`src/rtl/uart_frame_pkg.sv`:
```
// Shared types and constants for the UART TX frame arbiter: FSM state encoding,
// default sync bytes and the running checksum helper.
package uart_frame_pkg;

    localparam int         IDX_W     = 3;
    localparam logic [7:0] SYNC0_DEF = 8'hAA;
    localparam logic [7:0] SYNC1_DEF = 8'h55;

    typedef enum logic [2:0] {
        ST_IDLE,
        ST_S0,
        ST_S1,
        ST_ID,
        ST_LEN,
        ST_DATA,
        ST_CSUM
    } state_t;

    function automatic logic [7:0] csum_update(input logic [7:0] acc, input logic [7:0] data);
        return acc + data;
    endfunction

endpackage

```
`src/rtl/uart_tx_frame_arbiter_rr.sv`:
```
// Round-robin requester selection for the frame arbiter; holds only the search pointer,
// which moves to winner+1 when the top commits a grant.
module rr_arbiter
    import uart_frame_pkg::*;
#(
    parameter int NUM_SRC = 4
) (
    input  logic               clock,
    input  logic               reset,
    input  logic [NUM_SRC-1:0] req,
    input  logic               advance,
    output logic [NUM_SRC-1:0] grant,
    output logic [IDX_W-1:0]   index,
    output logic               valid
);

    logic [IDX_W-1:0]   ptr_q;
    logic [NUM_SRC-1:0] req_sh;
    int                 cand;

    always_comb begin
        grant  = '0;
        index  = '0;
        valid  = 1'b0;
        cand   = 0;
        req_sh = '0;
        for (int k = 0; k < NUM_SRC; k++) begin
            cand = int'(ptr_q) + k;
            if (cand >= NUM_SRC) cand = cand - NUM_SRC;
            req_sh = req >> cand;
            if (!valid && req_sh[0]) begin
                valid = 1'b1;
                index = IDX_W'(cand);
                grant = NUM_SRC'(1) << cand;
            end
        end
    end

    always_ff @(posedge clock) begin
        if (reset) begin
            ptr_q <= '0;
        end else if (advance && valid) begin
            ptr_q <= (index == IDX_W'(NUM_SRC - 1)) ? '0 : index + 1'b1;
        end
    end

endmodule

```
`src/rtl/uart_tx_frame_arbiter.sv`:
```
// Frames messages from NUM_SRC sources onto one UART TX byte FIFO, one whole frame per grant.
// Define UART_FRAME_CSUM_EN to append a two's-complement checksum byte to every frame.
//
// state   | meaning
// IDLE    | drop grant of finished frame, else arbitrate and latch winner + length
// S0      | issue SYNC0
// S1      | issue SYNC1
// ID      | issue source index
// LEN     | issue latched length, load payload down-counter
// DATA    | issue payload bytes, popping the granted source
// CSUM    | issue checksum (UART_FRAME_CSUM_EN only)
module uart_tx_frame_arbiter
    import uart_frame_pkg::*;
#(
    parameter int         NUM_SRC = 4,
    parameter logic [7:0] SYNC0   = SYNC0_DEF,
    parameter logic [7:0] SYNC1   = SYNC1_DEF
) (
    input  logic                 clock,
    input  logic                 reset,
    input  logic [NUM_SRC-1:0]   src_req,
    input  logic [8*NUM_SRC-1:0] src_len,
    input  logic [8*NUM_SRC-1:0] src_data,
    output logic [NUM_SRC-1:0]   src_rd,
    output logic [NUM_SRC-1:0]   src_grant,
    output logic                 busy,
    input  logic                 tx_ready,
    output logic [7:0]           fifo_data8,
    output logic                 fifo_wrreq
);

`ifdef UART_FRAME_CSUM_EN
    localparam state_t TAIL_STATE = ST_CSUM;
`else
    localparam state_t TAIL_STATE = ST_IDLE;
`endif

    state_t             state_q, state_d;
    logic [IDX_W-1:0]   idx_q, idx_d;
    logic [7:0]         len_q, len_d;
    logic [7:0]         cnt_q, cnt_d;
    logic               gap_q, gap_d;
    logic [NUM_SRC-1:0] grant_q, grant_d;
    logic [NUM_SRC-1:0] rd_q, rd_d;
    logic               busy_q, busy_d;
    logic               wrreq_q, wrreq_d;
    logic [7:0]         data_q, data_d;
`ifdef UART_FRAME_CSUM_EN
    logic [7:0]         csum_q, csum_d;
`endif

    logic [NUM_SRC-1:0] arb_grant;
    logic [IDX_W-1:0]   arb_idx;
    logic               arb_valid;
    logic               advance;
    logic [7:0]         sel_data;
    logic [7:0]         arb_len;
    logic [7:0]         id_byte;

    rr_arbiter #(.NUM_SRC(NUM_SRC)) u_rr (
        .clock   (clock),
        .reset   (reset),
        .req     (src_req),
        .advance (advance),
        .grant   (arb_grant),
        .index   (arb_idx),
        .valid   (arb_valid)
    );

    always_comb begin
        sel_data = '0;
        arb_len  = '0;
        for (int i = 0; i < NUM_SRC; i++) begin
            if (idx_q == IDX_W'(i))   sel_data = src_data[8*i +: 8];
            if (arb_idx == IDX_W'(i)) arb_len  = src_len[8*i +: 8];
        end
    end

    assign id_byte = {{(8-IDX_W){1'b0}}, idx_q};

    always_comb begin
        state_d = state_q;
        idx_d   = idx_q;
        len_d   = len_q;
        cnt_d   = cnt_q;
        gap_d   = 1'b0;
        grant_d = grant_q;
        rd_d    = '0;
        busy_d  = busy_q;
        wrreq_d = 1'b0;
        data_d  = data_q;
        advance = 1'b0;
`ifdef UART_FRAME_CSUM_EN
        csum_d  = csum_q;
`endif
        case (state_q)
            ST_IDLE: begin
                // a finished frame spends one IDLE cycle releasing the grant, which
                // guarantees the idle gap before the next arbitration
                if (busy_q) begin
                    busy_d  = 1'b0;
                    grant_d = '0;
                end else if (arb_valid) begin
                    advance = 1'b1;
                    idx_d   = arb_idx;
                    len_d   = arb_len;
                    grant_d = arb_grant;
                    busy_d  = 1'b1;
                    state_d = ST_S0;
`ifdef UART_FRAME_CSUM_EN
                    csum_d  = '0;
`endif
                end
            end
            ST_S0: if (tx_ready) begin
                wrreq_d = 1'b1;
                data_d  = SYNC0;
                state_d = ST_S1;
            end
            ST_S1: if (tx_ready) begin
                wrreq_d = 1'b1;
                data_d  = SYNC1;
                state_d = ST_ID;
            end
            ST_ID: if (tx_ready) begin
                wrreq_d = 1'b1;
                data_d  = id_byte;
                state_d = ST_LEN;
`ifdef UART_FRAME_CSUM_EN
                csum_d  = csum_update(csum_q, id_byte);
`endif
            end
            ST_LEN: if (tx_ready) begin
                wrreq_d = 1'b1;
                data_d  = len_q;
                cnt_d   = len_q;
                state_d = (len_q == 8'd0) ? TAIL_STATE : ST_DATA;
`ifdef UART_FRAME_CSUM_EN
                csum_d  = csum_update(csum_q, len_q);
`endif
            end
            ST_DATA: begin
                // skip one cycle after each pop so the source can present its next byte
                if (tx_ready && !gap_q) begin
                    wrreq_d = 1'b1;
                    data_d  = sel_data;
                    rd_d    = grant_q;
                    gap_d   = 1'b1;
                    cnt_d   = cnt_q - 8'd1;
                    state_d = (cnt_q == 8'd1) ? TAIL_STATE : ST_DATA;
`ifdef UART_FRAME_CSUM_EN
                    csum_d  = csum_update(csum_q, sel_data);
`endif
                end
            end
`ifdef UART_FRAME_CSUM_EN
            ST_CSUM: if (tx_ready) begin
                wrreq_d = 1'b1;
                data_d  = 8'h00 - csum_q;
                state_d = ST_IDLE;
            end
`endif
            default: state_d = ST_IDLE;
        endcase
    end

    always_ff @(posedge clock) begin
        if (reset) begin
            state_q <= ST_IDLE;
            idx_q   <= '0;
            len_q   <= '0;
            cnt_q   <= '0;
            gap_q   <= 1'b0;
            grant_q <= '0;
            rd_q    <= '0;
            busy_q  <= 1'b0;
            wrreq_q <= 1'b0;
            data_q  <= '0;
`ifdef UART_FRAME_CSUM_EN
            csum_q  <= '0;
`endif
        end else begin
            state_q <= state_d;
            idx_q   <= idx_d;
            len_q   <= len_d;
            cnt_q   <= cnt_d;
            gap_q   <= gap_d;
            grant_q <= grant_d;
            rd_q    <= rd_d;
            busy_q  <= busy_d;
            wrreq_q <= wrreq_d;
            data_q  <= data_d;
`ifdef UART_FRAME_CSUM_EN
            csum_q  <= csum_d;
`endif
        end
    end

    assign src_rd     = rd_q;
    assign src_grant  = grant_q;
    assign busy       = busy_q;
    assign fifo_wrreq = wrreq_q;
    assign fifo_data8 = data_q;

endmodule

```
`config.mk`:
```
export PLATFORM = sky130hd
export DESIGN_NAME = uart_tx_frame_arbiter
export DESIGN_NICKNAME = d
export VERILOG_FILES = /design/src/rtl/uart_frame_pkg.sv /design/src/rtl/uart_tx_frame_arbiter_rr.sv /design/src/rtl/uart_tx_frame_arbiter.sv
export SDC_FILE = /design/constraint.sdc
export NUM_CORES = 1
export LEC_CHECK = 0
export BUFFER_PORTS_ARGS = -buffer_cell sky130_fd_sc_hd__buf_2
export CORE_ASPECT_RATIO = 0.5
export CORE_MARGIN = 3
export CORE_UTILIZATION = 25
export DETAILED_ROUTE_END_ITERATION = 6
export PLACE_DENSITY = 0.44
export SYNTH_ARGS = -nofsm -noshare
export SYNTH_HDL_FRONTEND = slang
export SYNTH_SLANG_ARGS = --single-unit
```
`constraint.sdc`:
```
create_clock -name clock -period 4.8 [get_ports clock]
set_clock_uncertainty 0.1 [all_clocks]
set_input_delay 0 -clock clock [delete_from_list [all_inputs] [get_ports clock]]
set_output_delay 0 -clock clock [all_outputs]
set_load 0.02 [all_outputs]
```
---- Word level (Yosys, flattened, before mapping) ----
Index checks and enable logic that the tools add are counted.
cells by class
  add/subtract/negate cells ............... 9
  multipliers ............................. 0
  div/mod/pow operators ................... 0
  order comparisons ....................... 4
  equality and inequality tests ........... 19
  shifts and indexed selects .............. 8
  multiplexer cells ....................... 51
  bitwise gates (word level) .............. 3
  reduce and logical (&&, ||, !) cells .... 24
operator list
  operator                                                                               count
  32-bit 2-to-1 mux                                                                      4
  1-bit by 32-bit << shifter with 4-bit output (first input constant)                    4
  4-bit by 32-bit right shift with 1-bit output                                          4
  8-bit 2-to-1 mux                                                                       14
  32-bit by 4-bit greater-or-equal comparator with 1-bit output (second input constant)  3
  32-bit by 4-bit subtractor with 32-bit output (second input constant)                  3
  3-bit 2-to-1 mux                                                                       14
  8-bit one-hot mux with 5 select lines                                                  1
  4-bit 2-to-1 mux                                                                       6
  3-bit by 2-bit == test with 1-bit output (second input constant)                       6
  3-bit one-hot mux with 6 select lines                                                  1
  8-bit one-hot mux with 2 select lines                                                  1
  2-bit inequality test (second input constant)                                          6
  3-bit by 1-bit == test with 1-bit output (second input constant)                       3
  3-bit zero test                                                                        3
  1-bit 2-to-1 mux                                                                       9
  3-bit by 2-bit adder with 4-bit output (second input constant)                         2
  8-bit by 1-bit == test with 1-bit output (second input constant)                       1
  8-bit zero test                                                                        1
  8-bit by 1-bit subtractor with 8-bit output (second input constant)                    1
  7-bit AND reduction                                                                    1
  3-bit == test (second input constant)                                                  2
  3-bit AND reduction                                                                    2
  6-bit AND reduction                                                                    1
  other kinds (15)                                                                       25
storage, ports and cells
  bits in registers ....................... 44
  bits in latches ......................... 0
  RAM bits ................................ 0
  bits in read-only memories .............. 0
  bits of input ports ..................... 71
  output and inout bits ................... 18
  word-level logic and storage cells ...... 129
  memories ................................ 0

---- Longest topological paths before layout ----
  depth after elaboration ................. 18
  mapped depth ............................ 19
  gate-level depth less buffers ........... 14

---- Modules after synthesis ----
Synthesis repeated with hierarchy kept, for this count alone.
second synthesis, totals
  cell total of the unflattened synthesis .. 339
  area total of the unflattened synthesis .. 3,069.2 um2
by module, submodules not included
  module                 times used  cells each  area each (um2)  sequential area each (um2)
  uart_tx_frame_arbiter  1           262         2,393.5          820.8
  rr_arbiter             1           77          675.6            60.1

---- Worst setup path after synthesis ----
OpenSTA, ideal clock, no wires.
  path type ............................... register -> register
  from .................................... reg u_rr.ptr_q[0]
  to ...................................... reg len_q[1]
  setup time .............................. 0.136 ns
  arrival time ............................ 3.867 ns
  data required time ...................... 4.564 ns
  path slack .............................. 0.697 ns
  cell stages (with the launch flop) ...... 19
  buffers on the path ..................... 5
  clock period less this slack ............ 4.103 ns
  cell sequence ........................... dfxtp_1 > buf_6 > clkbuf_1 > inv_1 > ha_1 > buf_6 > mux2_4 > o22ai_4 > nor2_4 > a2111oi_4 > mux2i_1 > ha_1 > clkbuf_1 > nor2b_1 > clkbuf_1 > a22oi_1 > o21ai_0 > mux2i_1 > o22ai_2
between the ends
  cells in the longest elaborated chain, start to end .. 18
  elaborated cells between the ends (all ways) .. 42
RTL lines
  item                                                                                                    RTL line                        source
  start: declaration                                                                                      uart_tx_frame_arbiter_rr.sv:17  logic [IDX_W-1:0] ptr_q;
  start signal: assignment                                                                                uart_tx_frame_arbiter_rr.sv:43  ptr_q <= (index == IDX_W'(NUM_SRC - 1)) ? '0 : index + 1'b1;
  parallel branches: the longest is 18 deep, another holds 32-bit by 4-bit subtractor with 32-bit output  --
  end signal: assignment                                                                                  uart_tx_frame_arbiter.sv:185    len_q <= len_d;
  end: declaration                                                                                        uart_tx_frame_arbiter.sv:40     logic [7:0] len_q, len_d;
Parallel ways; which one is timed is not known.
A chain may end at the register's enable or synchronous reset.

---- Final worst setup path ----
  from .................................... reg u_rr.ptr_q[1]
  to ...................................... reg len_q[0]
The elaborated chain is that of the path after synthesis.

==> reports/summary.txt <==
Post-synthesis sequential element count = 44
Vias = 3142
Final worst setup slack = 0.387 ns
PwrDens = 598 nW/um^2
Chip width = 167 um
Ys Warns = 0
Rows = 28
Clk Latency, worst-skew pair = 0.29 ns
First-pass GRT wire length = 16000 um
Area Overhead vs Synth = 26.6%
# hold bufs at CTS = 17
Initial core utilization = 26.6%
Critical Path Sink Type = flip-flop
Final period util = 91.9%
Post-Route Utilization = 33.6%
Pre-CTS setup slack = 0.650 ns
Number of global-route vias before repair = 3114
Critical Path Start Type = flip-flop
Pins over their slew limit = 0
RSZ-0062 raised after global routing = false
Ratio of cells with drive above 1 in the final layout = 27.3%
Worst path arrival time = 4.47 ns
Max cap viols = 0
Avg WL per Cell = 15.4 um
GRT Util Overall = 13.4%
WP data required = 4.85 ns
CTS tree = built
Final Hold Fails = 0
Finished Layout Cells = 641
Final Critical Period = 4.41 ns
DP HPWL = 7520 um
Unique cell type count in the Yosys netlist = 59
Largest net degree at the start of global routing = 38
Core Area = 12300 um^2
Syn avg cell area = 8.42 um^2
Status = finished, final reports clean
VDD IR max = 0.179 mV
Final setup fails = 0
ANT nets after route = 0
# diodes = 0
H-tree Lvls = 2
Static leakage = 1.70 nW
Initial DRC Count = 139
PostCTS Resize Cnt = 0
Initial antenna violation count = 0
F_max = 227 MHz
Number of synthesized flops with an enable pin = 0
Crit Path Max Fanout = 10
Boundary Pins = 89
Post-Syn Area = 3260 um^2
Worst path max stage delay = 0.59 ns
Root Driver = clkbuf_16
Remaining DRCs = 0
Critical path class = reg2reg
Post-synthesis cell count = 387
CTS Buf Count = 5
Max-slew headroom = 43.6%
Seq/Total Area, Yosys = 27.0%
Main synth FF type = dfxtp_1
Worst-path clk slew = 0.06 ns
Ys async rst share = 0%
Clk sinks = 44
Die height = 86.7 um
Port Buffers = 88
Worst slew pin tran = 0.847 ns
Die Footprint = 14500 um^2
Postcts setup bufs = 0
Final Net Count = 563
Worst Hold Class = in2reg
Grt ovf = 0
Maximum clock insertion buffer count = 2
Critical path cell sequence = inv_1 > ha_1 > mux2_4 > o22ai_4 > nor2_4 > a2111oi_4 > mux2i_1 > ha_1 > inv_1 > o21ai_0 > dlygate4sd3_1 > o22ai_2
Vias per cell = 4.90
Drt total wl = 9850 um
Syn_nets = 474
Initial DRT Pass Iterations = 4
Setup TNS = 0 ns
# placed instances = 617
Highest-delay cell along the critical path = dlygate4sd3_1
Gpl congestion = 0.812
==> cells in the mapped netlist, drive strengths merged, types with 3 or more instances <==
library cell   n  area [um^2]
nor2          37          146
a21oi         31          155
mux2i         16          160
nand3          3         15.0
and2           7         43.8
mux4           7          158
a22o           4         35.0
a211oi         5         42.5
a2111oi        4         92.6
and3b          3         26.3
xnor2          3         26.3
o21ai         26          134
nor4           4         31.3
nor2b          7         43.8
nand2b         7         51.3
or3            4         25.0
nor3          13         65.1
mux2           4         48.8
nand2         41          154
o22ai         15          158
clkbuf        20         75.1
inv           17         63.8
ha            16          200
buf            6         50.0
o221ai         5         43.8
dfxtp         44          881
a22oi         11         82.6
a221o          4         40.0
==> through the flow <==
step	power, mW	cell area, um^2	hold slack [ns]
6_report	2.47	4120	0.0279
5_1_grt	2.69	4120	0.0610
3_5_place_dp	2.09	3800	0.226
3_3_place_gp	2.09	3800	0.217
4_1_cts	2.49	4120	0.0239
2_1_floorplan	1.78	3260	0.0587
==> cells in the final DEF (no fill, tap or decap), drive strengths merged, types with 5 or more instances in the layout <==
cell / count
ha: 16
nand2: 41
o221ai: 5
nor2b: 7
mux4: 7
a211oi: 5
nor2: 37
o21ai: 26
clkbuf: 7
nor3: 13
o22ai: 15
dlygate4sd3: 17
a21oi: 31
and2: 7
buf: 91
inv: 17
nand2b: 7
dfxtp: 44
mux2i: 16
a22oi: 11
==> state kept, by name (all words and copies together) (netlist names) <==
| register | cells |
|---|---|
| cnt_q | 8 |
| fifo_data8 | 8 |
| len_q | 8 |
| src_grant | 4 |
| src_rd | 4 |
| idx_q | 3 |
| state_q | 3 |
| u_rr.ptr_q | 3 |
| busy | 1 |
| fifo_wrreq | 1 |
| gap_q | 1 |
==> critical path, delay by kind of cell, from the launching register on <==
| family | cells | cell delay, ns |
|---|---|---|
| multiplexers | 2 | 0.84 |
| AND/OR/NAND/NOR | 1 | 0.11 |
| buffers and inverters | 3 | 0.94 |
| flip-flops | 1 | 0.32 |
| adder cells (fa/ha/maj) | 2 | 1.01 |
| AO/OA/AOI/OAI | 4 | 0.94 |
==> cell type report <==
type	instances	area [um^2]
clock buffer	7	153
fill	1313	8140
inverter	17	63.8
multi-input combinational	300	2190
sequential	44	881
tap	165	206
timing repair buffer	108	633
==> logic make-up (layout without fill, tap and decap cells) <==
| logic type | after synthesis | after routing | share of synthesized area (%) |
|---|---|---|---|
| AND/OR/NAND/NOR | 132 | 132 | 20.4 |
| AO/OA/AOI/OAI | 120 | 120 | 28.0 |
| flip-flops | 44 | 44 | 27.0 |
| buffers and inverters | 43 | 132 | 5.80 |
| multiplexers | 27 | 27 | 11.3 |
| adder cells (fa/ha/maj) | 16 | 16 | 6.15 |
| XOR/XNOR | 5 | 5 | 1.34 |
==> routing by layer <==
layer | up-vias | GRT usage (%) | wire (um)
li1 | 1593 | - | -
met1 | 1511 | 17.7 | 4740
met2 | 31 | 23.4 | 4810
met3 | 7 | 2.14 | 201
met4 | 0 | 2.90 | 91
met5 | - | 0 | 0
==> worst paths after layout <==
kind | start | endpoint | slack [ns] | cells past startpoint
setup / recovery | u_rr.ptr_q[1]$_SDFFE_PP0P_ | len_q[0]$_SDFFE_PP0N_ | 0.39 | 12
hold / removal | src_len[24] | len_q[0]$_SDFFE_PP0N_ | 0.03 | 5
setup reg to reg | u_rr.ptr_q[1]$_SDFFE_PP0P_ | len_q[0]$_SDFFE_PP0N_ | 0.39 | 12
hold reg to reg | fifo_data8[0]$_SDFFE_PP0P_ | fifo_data8[0]$_SDFFE_PP0P_ | 0.38 | 2
==> power by group <==
| part | internal [mW] | leakage, nW | switching [mW] |
|---|---|---|---|
| logic | 0.644 | 1.26 | 0.872 |
| registers | 0.467 | 0.358 | 0.122 |
| clock network | 0.219 | 0.0760 | 0.144 |
No activity file was read; power rests on OpenSTA's default activity.
